--- src/rtl/dir_cmd_scheduler_pkg.sv ---
// Direction codes, scheduler FSM encoding and key-arbitration helper for dir_cmd_scheduler.
// Build option DIR_SCHED_STATS_EN (see top) adds the drop_cnt statistics output.
`ifndef DIR_CMD_SCHEDULER_DEFINES
`define DIR_CMD_SCHEDULER_DEFINES
`define TOP_DIR   2'd0
`define DOWN_DIR  2'd1
`define LEFT_DIR  2'd2
`define RIGHT_DIR 2'd3
`endif

package dir_cmd_scheduler_pkg;

  typedef logic [1:0] dir_t;

  typedef enum logic [1:0] {
    ST_WAIT_START = 2'd0,
    ST_RUN        = 2'd1,
    ST_PAUSED     = 2'd2,
    ST_STOPPED    = 2'd3
  } sched_state_t;

  typedef struct packed {
    logic vld;
    dir_t dir;
  } key_sel_t;

  // Codes are paired so that flipping bit 0 gives the reverse heading.
  function automatic dir_t dir_opposite(input dir_t d);
    return d ^ 2'd1;
  endfunction

  // keys = {up, down, left, right}; highest priority wins.
  function automatic key_sel_t key_pick(input logic [3:0] keys);
    key_sel_t s;
    s.vld = |keys;
    if (keys[3])      s.dir = `TOP_DIR;
    else if (keys[2]) s.dir = `DOWN_DIR;
    else if (keys[1]) s.dir = `LEFT_DIR;
    else              s.dir = `RIGHT_DIR;
    return s;
  endfunction

endpackage

--- src/rtl/dir_fifo.sv ---
// Small synchronous FIFO for direction codes; flush wins over push/pop, zero-latency head/tail.
// A push while full succeeds only if a pop shares the cycle, recycling the freed slot.
module dir_fifo #(
  parameter int QDEPTH = 2,
  parameter int W      = 2
) (
  input  logic         i_clk,
  input  logic         i_rst_n,
  input  logic         i_flush,
  input  logic         i_push,
  input  logic         i_pop,
  input  logic [W-1:0] i_dat,
  output logic         o_full,
  output logic         o_empty,
  output logic [W-1:0] o_head,
  output logic [W-1:0] o_tail
);
  localparam int AW = $clog2(QDEPTH);

  logic [W-1:0]  r_mem [QDEPTH];
  logic [AW-1:0] r_wr_ptr;
  logic [AW-1:0] r_rd_ptr;
  logic [AW:0]   r_count;
  logic [AW-1:0] w_last_ptr;
  logic          w_do_push;
  logic          w_do_pop;

  assign o_empty    = (r_count == '0);
  assign o_full     = (r_count == (AW+1)'(QDEPTH));
  assign w_do_pop   = i_pop && !o_empty;
  assign w_do_push  = i_push && (!o_full || w_do_pop);
  assign w_last_ptr = r_wr_ptr - AW'(1);
  assign o_head     = r_mem[r_rd_ptr];
  assign o_tail     = r_mem[w_last_ptr];

  always_ff @(posedge i_clk or negedge i_rst_n) begin
    if (!i_rst_n) begin
      r_wr_ptr <= '0;
      r_rd_ptr <= '0;
      r_count  <= '0;
    end else if (i_flush) begin
      r_wr_ptr <= '0;
      r_rd_ptr <= '0;
      r_count  <= '0;
    end else begin
      if (w_do_push) r_wr_ptr <= r_wr_ptr + AW'(1);
      if (w_do_pop)  r_rd_ptr <= r_rd_ptr + AW'(1);
      case ({w_do_push, w_do_pop})
        2'b10:   r_count <= r_count + (AW+1)'(1);
        2'b01:   r_count <= r_count - (AW+1)'(1);
        default: ;
      endcase
    end
  end

  // Storage needs no reset: entries are only read once written.
  always_ff @(posedge i_clk) begin
    if (w_do_push && !i_flush) r_mem[r_wr_ptr] <= i_dat;
  end

endmodule

--- src/rtl/dir_cmd_scheduler.sv ---
// Queues debounced direction presses (reversal/duplicate filtered) and releases one per move tick.
// Optional macro DIR_SCHED_STATS_EN adds a saturating drop_cnt output.
module dir_cmd_scheduler
  import dir_cmd_scheduler_pkg::*;
#(
  parameter int TICK_DIV = 25_000_000,
  parameter int QDEPTH   = 2
) (
  input  logic       sys_clk,
  input  logic       sys_rst_n,
  input  logic       key_up,
  input  logic       key_down,
  input  logic       key_left,
  input  logic       key_right,
  input  logic       pause_req,
  input  logic       game_over,
  input  logic       restart,
  output logic [1:0] direction,
  output logic       move_tick,
  output logic       running
`ifdef DIR_SCHED_STATS_EN
  ,
  output logic [7:0] drop_cnt
`endif
);
  localparam int CW = $clog2(TICK_DIV);

  sched_state_t  r_state;
  sched_state_t  w_state_nxt;
  logic [CW-1:0] r_cnt;
  dir_t          r_dir;
  logic          r_tick;

  key_sel_t w_key;
  dir_t     w_tail;
  dir_t     w_head;
  dir_t     w_fifo_tail;
  logic     w_full;
  logic     w_empty;
  logic     w_term;
  logic     w_count_en;
  logic     w_tick_nxt;
  logic     w_pop;
  logic     w_enq_try;
  logic     w_reject;
  logic     w_push;

  assign w_key = key_pick({key_up, key_down, key_left, key_right});

  always_ff @(posedge sys_clk or negedge sys_rst_n) begin
    if (!sys_rst_n) r_state <= ST_WAIT_START;
    else            r_state <= w_state_nxt;
  end

  always_comb begin
    w_state_nxt = r_state;
    if (restart) begin
      w_state_nxt = ST_WAIT_START;
    end else begin
      case (r_state)
        ST_WAIT_START: if (w_key.vld) w_state_nxt = ST_RUN;
        ST_RUN: begin
          if (game_over)      w_state_nxt = ST_STOPPED;
          else if (pause_req) w_state_nxt = ST_PAUSED;
        end
        ST_PAUSED: begin
          if (game_over)      w_state_nxt = ST_STOPPED;
          else if (pause_req) w_state_nxt = ST_RUN;
        end
        default: ;
      endcase
    end
  end

  always_comb begin
    running   = (r_state == ST_RUN);
    direction = r_dir;
    move_tick = r_tick;
  end

  // The counter only advances on cycles that stay in RUN, so a pause freezes it mid-period.
  assign w_term     = (r_cnt == CW'(TICK_DIV - 1));
  assign w_count_en = (r_state == ST_RUN) && (w_state_nxt == ST_RUN);
  assign w_tick_nxt = w_count_en && w_term;
  assign w_pop      = w_tick_nxt && !w_empty;

  assign w_tail    = w_empty ? r_dir : w_fifo_tail;
  assign w_enq_try = (r_state == ST_RUN) && w_key.vld && !restart;
  assign w_reject  = (w_key.dir == w_tail) || (w_key.dir == dir_opposite(w_tail));
  assign w_push    = w_enq_try && !w_reject;

  always_ff @(posedge sys_clk or negedge sys_rst_n) begin
    if (!sys_rst_n) begin
      r_cnt  <= '0;
      r_dir  <= `TOP_DIR;
      r_tick <= 1'b0;
    end else begin
      r_tick <= w_tick_nxt;
      if (restart || r_state == ST_WAIT_START) r_cnt <= '0;
      else if (w_count_en)                     r_cnt <= w_term ? '0 : r_cnt + CW'(1);
      if (restart)                                 r_dir <= `TOP_DIR;
      else if (r_state == ST_WAIT_START && w_key.vld) r_dir <= w_key.dir;
      else if (w_pop)                              r_dir <= w_head;
    end
  end

  dir_fifo #(
    .QDEPTH (QDEPTH),
    .W      (2)
  ) u_fifo (
    .i_clk   (sys_clk),
    .i_rst_n (sys_rst_n),
    .i_flush (restart),
    .i_push  (w_push),
    .i_pop   (w_pop),
    .i_dat   (w_key.dir),
    .o_full  (w_full),
    .o_empty (w_empty),
    .o_head  (w_head),
    .o_tail  (w_fifo_tail)
  );

`ifdef DIR_SCHED_STATS_EN
  logic [7:0] r_drop_cnt;
  logic       w_drop;

  assign w_drop   = w_enq_try && (w_reject || (w_full && !w_pop));
  assign drop_cnt = r_drop_cnt;

  always_ff @(posedge sys_clk or negedge sys_rst_n) begin
    if (!sys_rst_n)                        r_drop_cnt <= '0;
    else if (restart)                      r_drop_cnt <= '0;
    else if (w_drop && r_drop_cnt != 8'hFF) r_drop_cnt <= r_drop_cnt + 8'd1;
  end
`endif

endmodule

--- config.mk ---
export PLATFORM = sky130hd
export DESIGN_NAME = dir_cmd_scheduler
export DESIGN_NICKNAME = d
export VERILOG_FILES = /design/src/rtl/dir_cmd_scheduler_pkg.sv /design/src/rtl/dir_fifo.sv /design/src/rtl/dir_cmd_scheduler.sv
export SDC_FILE = /design/constraint.sdc
export NUM_CORES = 1
export LEC_CHECK = 0
export BUFFER_PORTS_ARGS = -buffer_cell sky130_fd_sc_hd__buf_4
export CORE_ASPECT_RATIO = 0.5
export CORE_MARGIN = 8
export CORE_UTILIZATION = 40
export DETAILED_ROUTE_END_ITERATION = 12
export HOLD_SLACK_MARGIN = 0.02
export PLACE_DENSITY = 0.53
export SLEW_MARGIN = 20
export SYNTH_ARGS = -nofsm -noshare
export SYNTH_HDL_FRONTEND = slang
export SYNTH_HIERARCHICAL = 1
export SYNTH_SLANG_ARGS = --single-unit
--- constraint.sdc ---
create_clock -name sys_clk -period 4.25 [get_ports sys_clk]
set_clock_uncertainty 0.05 [all_clocks]
set_input_delay 0.6375 -clock sys_clk [delete_from_list [all_inputs] [get_ports sys_clk]]
set_output_delay 0.6375 -clock sys_clk [all_outputs]
set_load 0.005 [all_outputs]
==> run metrics, run 1 <==
post-CTS sizing=0; Crit path depth=7; Buffers on Ports=12; Routed WL per cell=around 16 um; CP max stage delay=0.42 ns; Pleak=~1.1 nW; Non-Filler Instances=333; Clock Path Buffers=2; core area=around 5500 um^2; synth warn=6; status=complete, no violations; total power=~0.86 mW; die width=~120 um; Crit. End Element=flip-flop; final slew viol count=0; routability cong.=roughly 0.76; Clk Latency, worst-skew pair=roughly 0.27 ns; Starting DRT DRC Count=roughly 110; global-route wire length before repair=just over 9000 um; Max IR drop VDD=between 150 and 200 uV; routed vias/inst=5.61; max-cap violation count=0; worst path cell trace=nor4_2, nand2_1, nor4_1, and4_1, nor2b_1, o21ai_2, nor3b_1; endpoints failing setup=0; Synth Cell Area=about 2300 um^2; Rows=19; Num CTS Buffers=5; number of antenna violations at the first check in global routing=0; Initial Utilization=0.417; WP buf/inv=0; Antenna Cells=0; Final WS setup=~1.8 ns; TNS Setup=0 ns; layout cells sized above 1=0.158; Worst Hold Slack=about 0.27 ns; clock transition time at the flip-flop clock pins of the worst setup and hold paths=around 0.06 ns; Cells after Synth=244; Max Fclk=~400 MHz; Post-CTS Setup Repair Bufs=0; cell family with most CP delay=simple AND/OR/NAND/NOR gates; via total after detailed routing=between 1500 and 2000; root buf cell=clkbuf_16; max_slew headroom=0.697; Detail Route Antenna Nets=0; PwrDens=approximately 330 nW/um^2; min Tclk post-route=approximately 2.5 ns; Total Routing Usage GR=0.128; number of cells after detailed placement=roughly 330; slowest CP cell=dfrtp_1; Ports=13; Post-Syn Nets=254; Post-Route WL=around 5200 um; residual DRC count=0; hold buffer count at cts=0; critical setup path kind=flip-flop to flip-flop; Die Y=~70 um; CTS tree=built; dpl hpwl=between 3000 and 4000 um; startpoint types=flip-flop; Avg Synthesized Cell Area=approximately 9.4 um^2; final net count=~270; number of global-route vias before repair=between 1500 and 2000; router iterations before antenna repair=4; RSZ-0062 raised after global routing=false; Die ar.=~8600 um^2; R2R setup slack=approximately 1.8 ns; Final Hold Vio Count=0; CP arrival=roughly 2.4 ns; final period utilization=0.581; Place WS=roughly 1.6 ns; CP Max Fanout=5; largest net degree at the start of global routing=38; HP Class=input port to asynchronous set/reset pin; H-tree level count=2; CP required=4.15 ns; Sink Count=38; Overflow after GRT=0; Worst-Margin Slew=about 0.46 ns; FF-to-FF path depth=7; P&R area growth vs syn=12.8%
==> path summary, 6_finish.rpt <==
path | from | endpoint
min | sys_rst_n | r_cnt[18]$_DFFE_PN0P_
max reg2reg | r_cnt[15]$_DFFE_PN0P_ | u_fifo/r_mem[1][1]$_DFFE_PP_
min in group sys_clk | r_cnt[24]$_DFFE_PN0P_ | r_cnt[24]$_DFFE_PN0P_
max in group asynchronous | sys_rst_n | direction[0]$_DFFE_PN0P_
max | r_cnt[15]$_DFFE_PN0P_ | u_fifo/r_mem[1][1]$_DFFE_PP_
min reg2reg | r_cnt[24]$_DFFE_PN0P_ | r_cnt[24]$_DFFE_PN0P_
==> stage by stage <==
stage                      util  area (um^2)
after floorplan               -         2300
final                     0.470         2590
after global routing      0.470         2590
after global placement    0.445         2460
after CTS                 0.470         2590
after detailed placement  0.445         2460
==> layout make-up <==
cell class	count	area [um^2]
fill	534	2920
multi-input combinational	190	1250
sequential	38	971
clock buffer	6	129
timing repair buffer	15	113
tap	73	91.3
inverter	9	33.8
clock inverter	2	8.76
==> layout by cell type, fill, tap and decap left out, types with 5 or more instances in the layout <==
| cell type | instances |
|---|---|
| dfrtp_1 | 34 |
| nor2_1 | 24 |
| nand2_1 | 19 |
| a21oi_1 | 17 |
| buf_4 | 15 |
| o21ai_0 | 10 |
| a31oi_1 | 10 |
| nand3_1 | 10 |
| inv_1 | 9 |
| nand2b_1 | 9 |
| mux2i_1 | 9 |
| and3_1 | 7 |
| nand4_1 | 6 |
| nand3b_1 | 5 |
| clkbuf_16 | 5 |
==> worst reg2reg max path: stages, from the launching register on <==
cell and delay [ns]:
dfrtp_1 0.42, nor4_2 0.39, nand2_1 0.09, nor4_1 0.16
and4_1 0.23, nor2b_1 0.34, o21ai_2 0.14, nor3b_1 0.32
==> layer usage <==
metal,up-vias,share of wire,global-route usage
met1,910,0.52,0.187
met5,-,0,0
met4,0,0,0.0119
met3,0,0.053,0.0366
met2,33,0.43,0.188
li1,925,-,-
==> registers in the layout (all words and copies together), names as in the netlist <==
name and cells:
r_cnt 25, u_fifo/r_mem 4, u_fifo/r_count 2, u_fifo/r_wr_ptr 1, direction 2, r_state 2, u_fifo/r_rd_ptr 1, move_tick 1
==> report_power, final <==
part	leakage (nW)	switching, mW	internal, mW
Combinational	0.477	0.0711	0.0439
Sequential	0.507	0.0109	0.376
Clock	0.0683	0.140	0.214
No activity file was read; power rests on OpenSTA's default activity.
==> run 2, diff against run 1 <==
clock period = 2.5 ns   (was 4.25 ns; I/O delays follow)
==> run 2 against run 1 <==
Net effect:
- setup slack lost 1.5 ns
- final area is 3.5% higher
- sequential share of layout area shrank 1.3 points
- flip-flop and latch count did not move
- critical path type unchanged
- via count is 0.32% higher
- die area is the same
- largest cell class unchanged
- non-clock buffer count increased by 6
- global-route usage rose by 0.29 points
- worst hold slack better by 0.10 ns
- highest routed layer is now met4
==> run metrics, run 2 (synthesis gave the netlist of run 1 again) <==
root buf cell=clkbuf_16; slowest CP cell=dfrtp_1; Sink Count=38; Non-Filler Instances=between 300 and 400; Post-CTS Setup Repair Bufs=0; Seq pwr share=0.410; number of antenna violations at the first check in global routing=0; critical setup path kind=flip-flop to flip-flop; CP required=between 2 and 2.5 ns; Starting DRT DRC Count=110; via total after detailed routing=approximately 1900; CP max stage delay=approximately 0.42 ns; Num CTS Buffers=5; Initial Utilization=0.417; Crit. End Element=flip-flop; Post-Route WL=approximately 5300 um; Buffers on Ports=12; Worst Hold Slack=between 0.3 and 0.4 ns; CTS tree=built; Overflow after GRT=0; max-cap violation count=0; Detail Route Antenna Nets=0; CP Max Fanout=5; switching power=around 0.41 mW; Clk Latency, worst-skew pair=approximately 0.28 ns; clock transition time at the flip-flop clock pins of the worst setup and hold paths=around 0.060 ns; Antenna Cells=0; worst path cell trace=nor4_2, nand2_1, nor4_1, and4_1, nor2b_1, o21ai_2, nor3b_2; Total Routing Usage GR=0.131; layout cells sized above 1=0.188; biggest regs=r_cnt: 25 flops, u_fifo/r_mem: 4 flops; RSZ-0062 raised after global routing=false; router iterations before antenna repair=4; core area=~5500 um^2; global-route wire length before repair=around 9100 um; final period utilization=0.900; Fillers=roughly 530; max reg flops=25; Max Fclk=444 MHz; Final Hold Vio Count=0; Most flops, register=r_cnt; largest net degree at the start of global routing=35; Clock Path Buffers=2; residual DRC count=0; Clk pwr share=0.461; die width=about 120 um; Rows=19; most frequent cells in the layout=dfrtp_1, nor2_1, buf_4; min Tclk post-route=2.25 ns; HP Class=input port to flip-flop; number of global-route vias before repair=approximately 1900; Die Y=between 60 and 70 um; PwrDens=between 500 and 600 nW/um^2; Worst-Margin Slew=a little under 0.5 ns; combinational share of power=0.129; CP arrival=roughly 2.2 ns; commonest non-fill, non-tap cell in the layout=dfrtp_1; number of cells after detailed placement=330; status=complete, no violations; max_slew headroom=0.672; P&R area growth vs syn=16.7%; dpl hpwl=around 3800 um; Ports=13; final slew viol count=0; Max IR drop VDD=around 300 uV; final net count=275; routed vias/inst=between 5 and 6; Routed WL per cell=approximately 16 um; TNS Setup=0 ns; routability cong.=slightly below 0.8; switch share=0.256; H-tree level count=2; endpoints failing setup=0; startpoint types=flip-flop; Int Pwr=between 1 and 1.5 mW; Pleak=1.09 nW; Die ar.=8580 um^2
run 2: changes by cell type in the layout (fill, tap and decap cells not counted):
cell | before | now
buf_4 | 15 | 20
clkinvlp_4 | 0 | 2
bufinv_16 | 0 | 1
clkbuf_1 | 1 | 0
clkinv_1 | 1 | 0
clkinv_2 | 1 | 0
dlygate4sd3_1 | 0 | 1
nor3_1 | 3 | 2
nor3_2 | 1 | 2
nor3b_1 | 2 | 1
nor3b_2 | 0 | 1
run 2: layer usage:
layer  part of all wire  vias to the layer above  global-route usage
li1                   -                      938                   -
met1               0.52                      897               0.184
met2               0.43                       35               0.191
met3              0.049                        4              0.0374
met4             0.0036                        0              0.0344
met5                  0                        -                   0
run 2: layout make-up:
cell class | count | area [um^2] | area share
tap | 73 | 91.3 | 0.0340
sequential | 38 | 971 | 0.362
timing repair buffer | 21 | 160 | 0.0597
multi-input combinational | 190 | 1260 | 0.469
clock inverter | 3 | 45.0 | 0.0168
clock buffer | 5 | 125 | 0.0466
inverter | 9 | 33.8 | 0.0126
run 2: power by group through the flow:
stage / Sequential (mW) / Clock [mW] / Combinational [mW]
floorplan: 0.665 / 0 / 0.135
global placement: 0.668 / 0 / 0.205
detailed placement: 0.667 / 0 / 0.208
CTS: 0.656 / 0.753 / 0.210
global route: 0.659 / 0.783 / 0.233
finish: 0.657 / 0.738 / 0.207
run 2: path summary, 6_finish.rpt:
check	startpoint	to	slack (ns)	depth (start not counted)
worst max register to register	r_cnt[15]$_DFFE_PN0P_	u_fifo/r_mem[1][1]$_DFFE_PP_	0.25	7
worst min-delay path	key_up	u_fifo/r_mem[0][0]$_DFFE_PP_	0.37	2
worst min register to register	r_cnt[24]$_DFFE_PN0P_	r_cnt[24]$_DFFE_PN0P_	0.45	1
worst max-delay path	r_cnt[15]$_DFFE_PN0P_	u_fifo/r_mem[1][1]$_DFFE_PP_	0.25	7
max in group asynchronous	sys_rst_n	r_cnt[9]$_DFFE_PN0P_	1.53	2
min in group asynchronous	sys_rst_n	r_cnt[13]$_DFFE_PN0P_	0.54	2
run 2: per-stage QoR:
stage | area (um^2) | utilization | setup WS (ns) | total power, mW
finish | 2680 | 0.487 | 0.250 | 1.60
global route | 2680 | 0.487 | 0.0683 | 1.68
CTS | 2670 | 0.485 | 0.130 | 1.62
detailed placement | 2490 | 0.452 | 0.186 | 0.876
global placement | 2490 | 0.452 | 0.266 | 0.873
floorplan | 2300 | - | 0.318 | 0.800
run 2: worst max-delay path: cells and delay by family, from the launching register on:
family,cells,cell delay (ns)
AO/OA/AOI/OAI,1,0.12
flip-flops,1,0.42
AND/OR/NAND/NOR,6,1.36
run 2: repair_timing:
action	CTS	global route
resized for setup	0	2
hold buffers	1	0
endpoints found under the setup margin	0	4
endpoints found under the hold margin	26	0
